### src/rtl/seq_chunk_adder_pkg.sv
// Shared types and helpers for the chunked multi-cycle adder.
// Holds the FSM state encoding and index-width helpers.
package seq_chunk_adder_pkg;

  typedef enum logic [1:0] {
    S_IDLE = 2'd0,
    S_RUN  = 2'd1,
    S_DONE = 2'd2
  } state_t;

  function automatic int clog2(input int v);
    int r;
    r = 0;
    for (int i = 0; i < 31; i++) begin
      if ((1 << i) < v) r = i + 1;
    end
    return r;
  endfunction

  function automatic int max1(input int v);
    return (v < 1) ? 1 : v;
  endfunction

endpackage

### src/rtl/ripple_adder_n.sv
// N-bit combinational ripple-carry adder.
// Also exposes the carry into the top bit for signed overflow.
module ripple_adder_n #(
  parameter int N = 4
) (
  input  logic [N-1:0] a,
  input  logic [N-1:0] b,
  input  logic         c_in,
  output logic [N-1:0] y,
  output logic         c_out,
  output logic         c_msb_in
);

  logic cy;

  always_comb begin
    cy       = c_in;
    c_msb_in = c_in;
    y        = '0;
    for (int i = 0; i < N; i++) begin
      if (i == N - 1) c_msb_in = cy;
      y[i] = a[i] ^ b[i] ^ cy;
      cy   = (a[i] & b[i]) | (cy & (a[i] ^ b[i]));
    end
    c_out = cy;
  end

endmodule

### src/rtl/seq_chunk_adder.sv
// Multi-cycle add/sub: CHUNK bits per clock, carry kept in a register.
// Valid/ready on both sides; one operation in flight at a time.
module seq_chunk_adder
  import seq_chunk_adder_pkg::*;
#(
  parameter int WIDTH = 16,
  parameter int CHUNK = 4
) (
  input  logic             clk,
  input  logic             rst_n,
  input  logic             in_valid,
  output logic             in_ready,
  input  logic [WIDTH-1:0] a,
  input  logic [WIDTH-1:0] b,
  input  logic             c_in,
  input  logic             sub,
  output logic             out_valid,
  input  logic             out_ready,
  output logic [WIDTH-1:0] y,
  output logic             c_out,
  output logic             ovf
);

  localparam int NCHUNK = WIDTH / CHUNK;
  localparam int IW     = max1(clog2(NCHUNK));
  localparam logic [IW-1:0] LAST = IW'(NCHUNK - 1);

  if ((WIDTH % CHUNK) != 0 || CHUNK < 1 || CHUNK > WIDTH) begin : g_bad
    $error("seq_chunk_adder: WIDTH must be a multiple of CHUNK");
  end

  state_t           state;
  logic [WIDTH-1:0] a_q;
  logic [WIDTH-1:0] b_q;
  logic             carry;
  logic [IW-1:0]    idx;
  int               off;
  logic [CHUNK-1:0] sum;
  logic             cc;
  logic             cm;

  assign off = CHUNK * int'(idx);

  ripple_adder_n #(.N(CHUNK)) u_add (
    .a        (a_q[off +: CHUNK]),
    .b        (b_q[off +: CHUNK]),
    .c_in     (carry),
    .y        (sum),
    .c_out    (cc),
    .c_msb_in (cm)
  );

  assign in_ready  = (state == S_IDLE);
  assign out_valid = (state == S_DONE);

  always_ff @(posedge clk or negedge rst_n) begin
    if (!rst_n) begin
      state <= S_IDLE;
      a_q   <= '0;
      b_q   <= '0;
      carry <= 1'b0;
      idx   <= '0;
      y     <= '0;
      c_out <= 1'b0;
      ovf   <= 1'b0;
    end else begin
      unique case (state)
        S_IDLE: begin
          if (in_valid) begin
            a_q   <= a;
            b_q   <= sub ? ~b : b;
            carry <= sub | c_in;
            y     <= '0;
            idx   <= '0;
            state <= S_RUN;
          end
        end
        S_RUN: begin
          y[off +: CHUNK] <= sum;
          carry           <= cc;
          if (idx == LAST) begin
            c_out <= cc;
            ovf   <= cm ^ cc;
            state <= S_DONE;
          end else begin
            idx <= idx + 1'b1;
          end
        end
        S_DONE: begin
          if (out_ready) state <= S_IDLE;
        end
        default: state <= S_IDLE;
      endcase
    end
  end

  a_hs_excl: assert property (
    @(posedge clk) disable iff (!rst_n) !(out_valid && in_ready)
  );

endmodule

### config.mk
export PLATFORM = sky130hd
export DESIGN_NAME = seq_chunk_adder
export DESIGN_NICKNAME = d
export VERILOG_FILES = /design/src/rtl/seq_chunk_adder_pkg.sv /design/src/rtl/ripple_adder_n.sv /design/src/rtl/seq_chunk_adder.sv
export SDC_FILE = /design/constraint.sdc
export NUM_CORES = 1
export LEC_CHECK = 0
export ABC_CLOCK_PERIOD_IN_PS = 5900
export BUFFER_PORTS_ARGS = -buffer_cell sky130_fd_sc_hd__buf_4
export CAP_MARGIN = 20
export CORE_MARGIN = 2
export CORE_UTILIZATION = 27
export DETAILED_ROUTE_END_ITERATION = 10
export PLACE_DENSITY = 0.48
export SKIP_CTS_REPAIR_TIMING = 1
export SLEW_MARGIN = 25
export SYNTH_ARGS = -nofsm -noshare
export SYNTH_HDL_FRONTEND = slang
export SYNTH_SLANG_ARGS = --single-unit
export TNS_END_PERCENT = 100
### constraint.sdc
create_clock -name clk -period 5.9 [get_ports clk]
set_clock_uncertainty 0.15 [all_clocks]
set_input_delay 0.295 -clock clk [delete_from_list [all_inputs] [get_ports clk]]
set_output_delay 0.295 -clock clk [all_outputs]
set_load 0.02 [all_outputs]
Word-level counts from Yosys, hierarchy flattened --
Index checks and enable logic that the tools add are counted.
Word-level totals: register bits after elaboration 55, input bits 38, output and inout port bits 20, logic and storage cells 64
Operators by class: add/subtract/negate cells 2, equality and inequality tests 7, shifts and indexed selects 4, muxes and demuxes 13, bitwise logic cells 23, reductions and logical operators 7
Operators by type and width (count):
- 4-bit negation with 33-bit output | 1
- 4-bit by 33-bit variable shift with 16-bit output, first input constant | 1
- 4-bit by 33-bit variable part select with 16-bit output | 1
- 16-bit 2-to-1 mux | 2
- 16-bit case mux with 2 select lines | 1
- 16-bit by 5-bit variable part select with 4-bit output | 2
- 16-bit bitwise mux | 1
- 16-bit NOT | 1
- 2-bit 2-to-1 mux | 5
- 1-bit XOR | 9
- 1-bit AND | 8
- 2-bit inequality test, second input constant | 3
- 2-bit case mux with 3 select lines | 1
- 2-bit AND reduction | 3
- 3-bit AND reduction | 2
- 1-bit OR | 5
- 2-bit == test, second input constant | 2
- 2-bit case mux with 2 select lines | 1
- 2-bit by 1-bit adder with 2-bit output, second input constant | 1
- 2-bit by 1-bit == test with 1-bit output, second input constant | 1
- 2-bit logical NOT | 1
- 2-bit by 1-bit inequality test with 1-bit output, second input constant | 1
- 1-bit case mux with 2 select lines | 1
- 2-bit nonzero test | 1
- 1-bit 2-to-1 mux | 1

Longest topological paths before layout --
Gate-level depths: netlist of run 1.
depth after elaboration 12, mapped depth 12, depth with buffers taken out 11

Modules after synthesis --
Synthesis of run 1 repeated with hierarchy kept, for this count alone.
Unflattened totals: cell total of the unflattened synthesis 247, area, all modules 2723.9 sq um
By module, submodules not included:
- seq_chunk_adder | times used 1, cells each 235, area an instance 2613.8 sq um, sequential area each 1376.3 sq um
- ripple_adder_n | times used 1, cells each 12, area an instance 110.1 sq um, sequential area each 0.0 sq um

Worst setup path after synthesis of run 1 --
Ideal clock, no wire load.
path kind register to register, start reg idx[0], end reg y[11], library setup time 0.121 ns, arrival time 2.776 ns, required time 5.629 ns, path slack 2.854 ns, stages on the path, launching flop included 12, path buffers 1, period minus slack after synthesis 3.046 ns, cell sequence dfrtp_1 > buf_4 > mux4_2 > inv_1 > fa_1 > inv_1 > fa_1 > inv_1 > fa_1 > inv_1 > fa_1 > a22o_1
Between the ends: word-level cells in the longest chain between the ends 12, elaborated cells on any way between the ends 24
Ends and longest elaborated chain:
- start: declaration | RTL line seq_chunk_adder.sv:36 | logic [IW-1:0] idx;
- start signal: assignment | RTL line seq_chunk_adder.sv:86 | idx <= idx + 1'b1;
- 16-bit by 5-bit variable part select with 4-bit output (on tied branches) | RTL line seq_chunk_adder.sv:45, seq_chunk_adder.sv:46
- 1-bit XOR | RTL line ripple_adder_n.sv:22, ripple_adder_n.sv:23
- 1-bit AND | RTL line ripple_adder_n.sv:23 | cy = (a[i] & b[i]) | (cy & (a[i] ^ b[i]));
- 1-bit OR | RTL line ripple_adder_n.sv:23
- 1-bit AND | RTL line ripple_adder_n.sv:23
- 1-bit OR | RTL line ripple_adder_n.sv:23
- 1-bit AND | RTL line ripple_adder_n.sv:23
- 1-bit OR | RTL line ripple_adder_n.sv:23
- 1-bit XOR | RTL line ripple_adder_n.sv:22 | y[i] = a[i] ^ b[i] ^ cy;
- 4-bit by 33-bit variable part select with 16-bit output | RTL line seq_chunk_adder.sv:79 | y[off +: CHUNK] <= sum;
- 16-bit bitwise mux (*) | RTL line seq_chunk_adder.sv:79
- 16-bit case mux with 2 select lines (*) | RTL line seq_chunk_adder.sv:67 | unique case (state)
- end signal: indexed assignment | RTL line seq_chunk_adder.sv:79
- end: declaration | RTL line seq_chunk_adder.sv:19 | output logic [WIDTH-1:0] y,
Every way passes the cells marked *; elsewhere a longest branch is shown, timed or not. A chain may end at the register's enable or synchronous reset.

Worst setup path in the final report of run 1 --
start reg idx[0], end reg y[15]
Same word-level chain as after synthesis.

==> results of run 1 <==
-- sequential cells by signal, indices dropped and copies added (netlist names) --
name,cells
ovf,1
a_q,16
idx,2
c_out,1
state,2
b_q,16
carry,1
y,16
-- cell families (layout without fill, tap and decap cells) --
logic type                 after synthesis  after routing  share of synthesized area
buffers and inverters                   23             79                     0.0401
and+or+nand+nor                         41             41                     0.0872
xor gates and xnor gates                17             17                     0.0561
DFF                                     55             55                      0.518
adders and majority gates                8              8                     0.0490
AOI/OAI and AO/OA                       41             41                      0.105
muxes                                   26             26                      0.144
-- cell type report --
cell class,instances,area share
Sequential cell,55,0.415
Inverter,12,0.0136
Timing Repair Buffer,59,0.134
Clock buffer,6,0.0219
Multi-Input combinational cell,133,0.353
Clock inverter,2,0.0117
Tap cell,133,0.0502
-- routing by layer --
| layer | up-vias | GRT usage | routed length, um |
|---|---|---|---|
| li1 | 857 | - | - |
| met1 | 887 | 0.151 | 2680 |
| met2 | 51 | 0.187 | 2710 |
| met3 | 4 | 0.0224 | 254 |
| met4 | 0 | 0.0334 | 55 |
| met5 | - | 0 | 0 |
-- worst register-to-register path, stage by stage (launching register included) --
cell and delay, ns:
dfrtp_1 0.84, mux4_2 0.59, inv_1 0.09, fa_1 0.16, inv_1 0.05, fa_1 0.37, inv_1 0.08, fa_1 0.20
inv_1 0.06, fa_1 0.52, a22o_1 0.23
-- cells in the final DEF, fill, tap and decap left out --
master         synthesis  routed
buf_4                  1      58
dfrtp_1               55      55
nor2_1                19      19
mux2_2                18      18
xnor2_1               16      16
a21oi_1               16      16
inv_1                 12      12
mux4_2                 8       8
a22o_1                 8       8
o2bb2ai_1              8       8
nand2_1                6       6
clkbuf_8               0       5
a21o_1                 4       4
o21ai_0                4       4
fa_1                   4       4
ha_1                   4       4
nand2b_1               2       2
nand3b_1               2       2
nor3b_4                1       1
and4bb_2               1       1
and3b_1                1       1
xor2_1                 1       1
and2b_1                1       1
o311ai_0               1       1
nor3b_1                1       1
and3_1                 1       1
nand3_1                1       1
nand2_4                1       1
nor4_1                 1       1
or4_4                  1       1
and4_1                 1       1
nand4_1                1       1
clkbuf_1               2       1
inv_6                  0       1
bufinv_16              0       1
dlygate4sd3_1          0       1
-- path summary, 6_finish.rpt --
check	from	end	depth (start not counted)
max	idx[0]	y[15]	10
min	out_ready	state[1]	2
max reg2reg	idx[0]	y[15]	10
min reg2reg	y[8]	y[8]	1
max in group asynchronous	rst_n	y[14]	2
min in group asynchronous	rst_n	a_q[14]	2
-- cells in the mapped netlist --
cell type,number
nand2_1,6
a21oi_1,16
nand3b_1,2
clkbuf_1,2
dfrtp_1,55
and3_1,1
nor2_1,19
o21ai_0,4
a22o_1,8
and2b_1,1
mux2_2,18
o2bb2ai_1,8
nand2_4,1
xor2_1,1
nand4_1,1
o311ai_0,1
and3b_1,1
nor3b_4,1
and4bb_2,1
and4_1,1
nand3_1,1
xnor2_1,16
buf_4,1
inv_1,12
or4_4,1
nor3b_1,1
fa_1,4
mux4_2,8
buf_6,1
buf_2,7
a21o_1,4
nand2b_1,2
ha_1,4
nor4_1,1
-- power groups by stage --
stage,registers (mW),logic [mW],clock network (mW)
2_1_floorplan,0.682,0.697,0
3_3_place_gp,0.708,1.00,0
3_5_place_dp,0.709,1.02,0
4_1_cts,0.700,1.02,0.262
5_1_grt,0.720,1.11,0.275
6_report,0.692,0.993,0.255
-- stage by stage --
step,cells,area (um^2),util
3_5_place_dp,391,3200,0.332
5_1_grt,400,3320,0.344
6_report,400,3320,0.344
4_1_cts,399,3310,0.343
2_1_floorplan,211,2660,-
3_3_place_gp,391,3200,0.332
==> flow_metrics.py, run 1 <==
metrics = {
    "clock_tree": {
        "htree_num_levels": 2,
        "clock_latency_ns": 0.31,
        "tritoncts.num_buffers": 5,
        "cts.sinks": 55,
        "cts_tree": "built",
        "clock_tree.buffer_depth": 2,
        "cts.clk_slew.worst_paths_ns": 0.09,
        "clockRootBuffer": "clkbuf_8",
    },
    "floorplanning": {
        "die_width_um": 103,
        "core.rowCount": 36,
        "io_pins": 58,
        "dieHeight_um": 103,
        "initial_core_util": 0.275,
        "core_area_um2": 9640,
        "die_area_um2": 10600,
    },
    "pwr": {
        "power.net_switching_uw": 790,
        "p_int_mw": 1.15,
        "p_sw_frac": 0.407,
        "power.static_leakage_nw": 1.48,
        "totalPowerFinal_mw": 1.94,
        "pwr-share-clk": 0.131,
        "power.ir.vdd_worst_mv": 0.229,
        "p_seq_frac": 0.357,
        "combinationalPowerShare": 0.512,
        "power-per-cell-area_nw_per_um2": 585,
    },
    "timing": {
        "worst_hold_slack_ns": 0.0383,
        "finalCriticalPeriod_ns": 3.44,
        "unrepaired_setup_endpoints_after_global_routing": "false",
        "setup_viol": 0,
        "fmax_mhz": 291,
        "min_period_over_period": 0.582,
        "hold_violations": 0,
        "max-slew-margin-rel": 0.500,
        "final.setup.worst_slack_ns": 2.46,
        "final.setup.tns_ns": 0,
        "tightestPinTransition_ns": 0.750,
        "timing_max_transition_violations_final": 0,
    },
    "logic_synthesis": {
        "mappedNetlistArea_um2": 2660,
        "synth.yosys.warnings": 0,
        "yosys_register_bits": 55,
        "synth_fp_nets": 257,
        "synth.largest_area_cell": "dfrtp_1",
        "post_synth_inst_count": 211,
        "netlist-cell-type-count": 34,
        "synth_top_area_frac": 0.518,
        "synth_seq_area_share": 0.518,
        "synth_area_leaders": "dfrtp_1 (52%), mux2_2 (7.6%), mux4_2 (6.8%)",
        "synth.avg_cell_area_um2": 12.6,
    },
    "finish": {
        "area_growth_pct": 24.9,
        "num-fill-cells": 1004,
        "seqCellArea_um2": 1380,
        "multi_input_area_um2": 1170,
        "layout.nets": 312,
        "num_antenna_cells": 0,
        "drive_gt1_frac": 0.356,
    },
    "worst_setup_path": {
        "cp.buffers_inverters": 4,
        "rrSetupSlack_ns": 2.46,
        "cp_data_required_time_ns": 5.94,
        "critical_path_class": "reg -> reg",
        "critPathMaxStageDelay_ns": 0.84,
        "crit_path_cell_trace": "mux4_2 > inv_1 > fa_1 > inv_1 > fa_1 > inv_1 > fa_1 > inv_1 > fa_1 > a22o_1",
        "cp_max_fo": 16,
        "arrival_worst_endpoint_ns": 3.48,
        "path_delay_family": "adder cells",
        "cp-start-kind": "flip-flop",
        "crit_path_top_delay_cell": "dfrtp_1",
        "timing.critical_path.to_type": "flip-flop",
    },
    "outcome": {
        "run_status": "complete, no violations",
    },
    "run": {
        "timing.max_cap.violations": 0,
    },
    "global_routing": {
        "gr-usage-all-layers": 0.113,
        "first_global_vias": 1824,
        "globalRoute.totalOverflow": 0,
        "grt_antenna_before_repair": 0,
        "grt_pass1_wl_mm": 9.11,
        "maximum_number_of_pins_on_one_net_before_global_route_repair": 56,
    },
    "placement": {
        "dpl_worst_slack_ns": 2.39,
        "hpwl_mm": 4.09,
        "routabilityCongestion": 0.723,
        "port-buffer-count": 57,
    },
    "routing": {
        "drt.antenna.violating_nets": 0,
        "drt_first_iter_violations": 58,
        "post_drt_wl_per_cell_um": 14.2,
        "vias": 1799,
        "viasPerCell": 4.50,
        "detail_route.first_pass.iterations": 4,
        "drt-total-wl_mm": 5.70,
        "drcViolationCount": 0,
    },
    "min_path": {
        "timing.hold.worst.class": "in -> reg",
    },
}
Power figures use the tool's default switching activity.
==> run 2: changes to the inputs <==
ABC_AREA = 1   (was default)
ABC_CLOCK_PERIOD_IN_PS = 3200   (was 5900)
clock period = 3.2 ns   (was 5.9 ns; I/O delays follow)
==> run 2 against run 1 <==
  * The flow now finishes with violations (negative hold slack)
  * Count of clock-buffer cells in the layout unchanged
  * Clock power increased by 58%
  * Area after synthesis increased by 7.4%
  * Via count increased by 41%
  * Cell area increased by 14%
  * Wire length increased by 20%
  * Final cell count increased by 46%
==> flow_metrics.py, run 2 <==
metrics = {
    "logic_synthesis": {
        "synth_top_area_frac": 0.482,
        "synth_flop_cell": "dfrtp_1",
        "synth.largest_area_cell": "dfrtp_1",
        "synth.yosys.warnings": 0,
        "yosys_register_bits": 55,
        "synth_area_leaders": "dfrtp_1 (48%), nand2_1 (23%), nand3_1 (5.4%)",
        "post_synth_most_frequent_cells": "nand2_1 (175), dfrtp_1 (55), nand3_1 (31)",
        "number_of_synthesized_flops_with_an_enable_pin": 0,
        "mappedNetlistArea_um2": 2850,
        "yosys.cell_count.top_type": "nand2_1",
        "synth_seq_area_share": 0.482,
        "async_flop_share": 1.00,
        "netlist-cell-type-count": 21,
        "synth.avg_cell_area_um2": 7.86,
        "post_synth_inst_count": 363,
        "synth_fp_nets": 409,
    },
    "routing": {
        "viasPerCell": 4.33,
        "drt.antenna.violating_nets": 0,
        "drt-total-wl_mm": 6.86,
        "drt_first_iter_violations": 85,
        "detail_route.first_pass.iterations": 4,
        "vias": 2534,
        "post_drt_wl_per_cell_um": 11.7,
        "drcViolationCount": 0,
    },
    "clock_tree": {
        "clockRootBuffer": "clkbuf_8",
        "cts_tree": "built",
        "cts.clk_slew.worst_paths_ns": 0.10,
        "clock_tree.buffer_depth": 2,
        "tritoncts.num_buffers": 5,
        "cts.sinks": 55,
        "clock_latency_ns": 0.30,
        "htree_num_levels": 2,
    },
    "timing": {
        "finalCriticalPeriod_ns": 2.90,
        "unrepaired_setup_endpoints_after_global_routing": "false",
        "tightestPinTransition_ns": 0.710,
        "final.setup.worst_slack_ns": 0.299,
        "setup_viol": 0,
        "worst_hold_slack_ns": -0.0313,
        "hold_violations": 2,
        "min_period_over_period": 0.906,
        "max-slew-margin-rel": 0.526,
        "timing_max_transition_violations_final": 0,
        "final.setup.tns_ns": 0,
        "fmax_mhz": 345,
    },
    "pwr": {
        "power-per-cell-area_nw_per_um2": 933,
        "power.net_switching_mw": 1.62,
        "combinationalPowerShare": 0.547,
        "p_int_mw": 1.91,
        "p_seq_frac": 0.339,
        "power.ir.vdd_worst_mv": 0.400,
        "pwr-share-clk": 0.114,
        "p_sw_frac": 0.459,
        "power.static_leakage_nw": 2.07,
        "totalPowerFinal_mw": 3.54,
    },
    "finish": {
        "layout.nets": 495,
        "drive_gt1_frac": 0.167,
        "area_growth_pct": 32.9,
        "num-fill-cells": 1099,
        "layout.cell_area.non_filler_um2": 3790,
        "num_antenna_cells": 0,
        "layout.cells.most_common": "nand2_1",
        "biggestRegsByFlops": "a_q (16), b_q (16), y (16)",
        "mostFrequentLayoutCells": "nand2_1 (175), buf_4 (62), dfrtp_1 (55)",
        "final_core_utilization": 0.369,
    },
    "placement": {
        "routabilityCongestion": 0.811,
        "dpl_cell_area_um2": 3380,
        "dpl_worst_slack_ns": 0.292,
        "port-buffer-count": 57,
        "hpwl_mm": 4.84,
    },
    "floorplanning": {
        "die_width_um": 107,
        "dieHeight_um": 107,
        "io_pins": 58,
        "core_area_um2": 10300,
        "die_area_um2": 11400,
        "core.rowCount": 37,
        "initial_core_util": 0.278,
    },
    "global_routing": {
        "first_global_vias": 2488,
        "gr-usage-all-layers": 0.127,
        "most_heavily_used_metal_layer_in_global_routing": "met2",
        "globalRoute.totalOverflow": 0,
        "met3_track_demand_over_resource_in_global_routing": 0.0243,
        "use_met1": 0.177,
        "grt.met2_usage": 0.202,
        "grt_antenna_before_repair": 0,
        "maximum_number_of_pins_on_one_net_before_global_route_repair": 56,
        "grt_pass1_wl_mm": 11.7,
    },
    "worst_setup_path": {
        "cp_data_required_time_ns": 3.26,
        "cp_max_fo": 16,
        "worst_setup_path_startpoint": "idx[0]",
        "arrival_worst_endpoint_ns": 2.96,
        "timing.critical_path.to_type": "flip-flop",
        "critical_path_class": "reg -> reg",
        "cp-start-kind": "flip-flop",
        "regToRegStartpoint": "idx[0]",
    },
    "run": {
        "timing.max_cap.violations": 0,
    },
    "outcome": {
        "run_status": "complete, but fails checks",
        "violations": "negative hold slack",
    },
    "min_path": {
        "min-delay-start": "b[5]",
        "timing.hold.worst.class": "in -> reg",
    },
}
run 2: changes by cell type after synthesis, sizes merged, moves of 11 or more:
cell / delta
xnor2: -15
xor2: +15
nand2: +169
nand3: +31
inv: +11
a21oi: -16
mux2: -18
run 2: cell families (layout without fill, tap and decap cells):
| group | Yosys count | in the layout | synth area share |
|---|---|---|---|
| compound gates | 9 | 9 | 0.0193 |
| xor+xnor | 17 | 17 | 0.0522 |
| fa+ha+maj | 8 | 8 | 0.0456 |
| buf+inv | 39 | 125 | 0.0689 |
| flops | 55 | 55 | 0.482 |
| simple gates | 235 | 235 | 0.332 |
run 2: power by group through the flow:
stage               sequential [mW]  combinational [mW]  clock, mW
global placement               1.22                1.92          0
detailed placement             1.21                1.93          0
finish                         1.20                1.94      0.403
CTS                            1.20                1.94      0.413
global route                   1.24                2.21      0.443
floorplan                      1.24                1.32          0
run 2: layer usage:
metal	up-vias	share of wire
li1	1289	-
met1	1173	0.50
met2	62	0.45
met3	10	0.044
met4	0	0.012
met5	-	0
run 2: worst paths after layout:
kind                            to  slack (ns)  depth (start not counted)
setup / recovery             y[15]        0.30                         15
hold / removal              b_q[5]       -0.03                          4
setup reg to reg             y[15]        0.30                         15
hold reg to reg            a_q[15]        0.34                          2
max in group asynchronous  a_q[15]        2.13                          2
min in group asynchronous     y[0]        0.29                          2
run 2: cell type report:
class | count | area [um^2] | area share
inverters | 24 | 91.3 | 0.0241
clock buffers | 6 | 82.6 | 0.0218
repair buffers | 94 | 786 | 0.207
flip-flops and latches | 55 | 1380 | 0.363
clock inverters | 1 | 5.00 | 0.00132
well taps | 136 | 170 | 0.0449
multi-input cells | 269 | 1280 | 0.338
run 2: through the flow:
stage          cells  hold WS (ns)
2_1_floorplan    363        -0.286
3_3_place_gp     546         0.117
3_5_place_dp     546         0.120
4_1_cts          553        -0.215
5_1_grt          585       0.00782
6_report         585       -0.0313
run 2: critical path, stage by stage (launching register included):
cell and delay (ns):
dfrtp_1 0.37, buf_4 0.22, nand2_1 0.07, nand3_1 0.08, nand2_1 0.07, fa_1 0.38, inv_1 0.07, fa_1 0.15
inv_1 0.05, fa_1 0.40, inv_1 0.09, fa_1 0.43, nand2_1 0.10, nor2_1 0.05, nand2_1 0.07, nand2_1 0.04
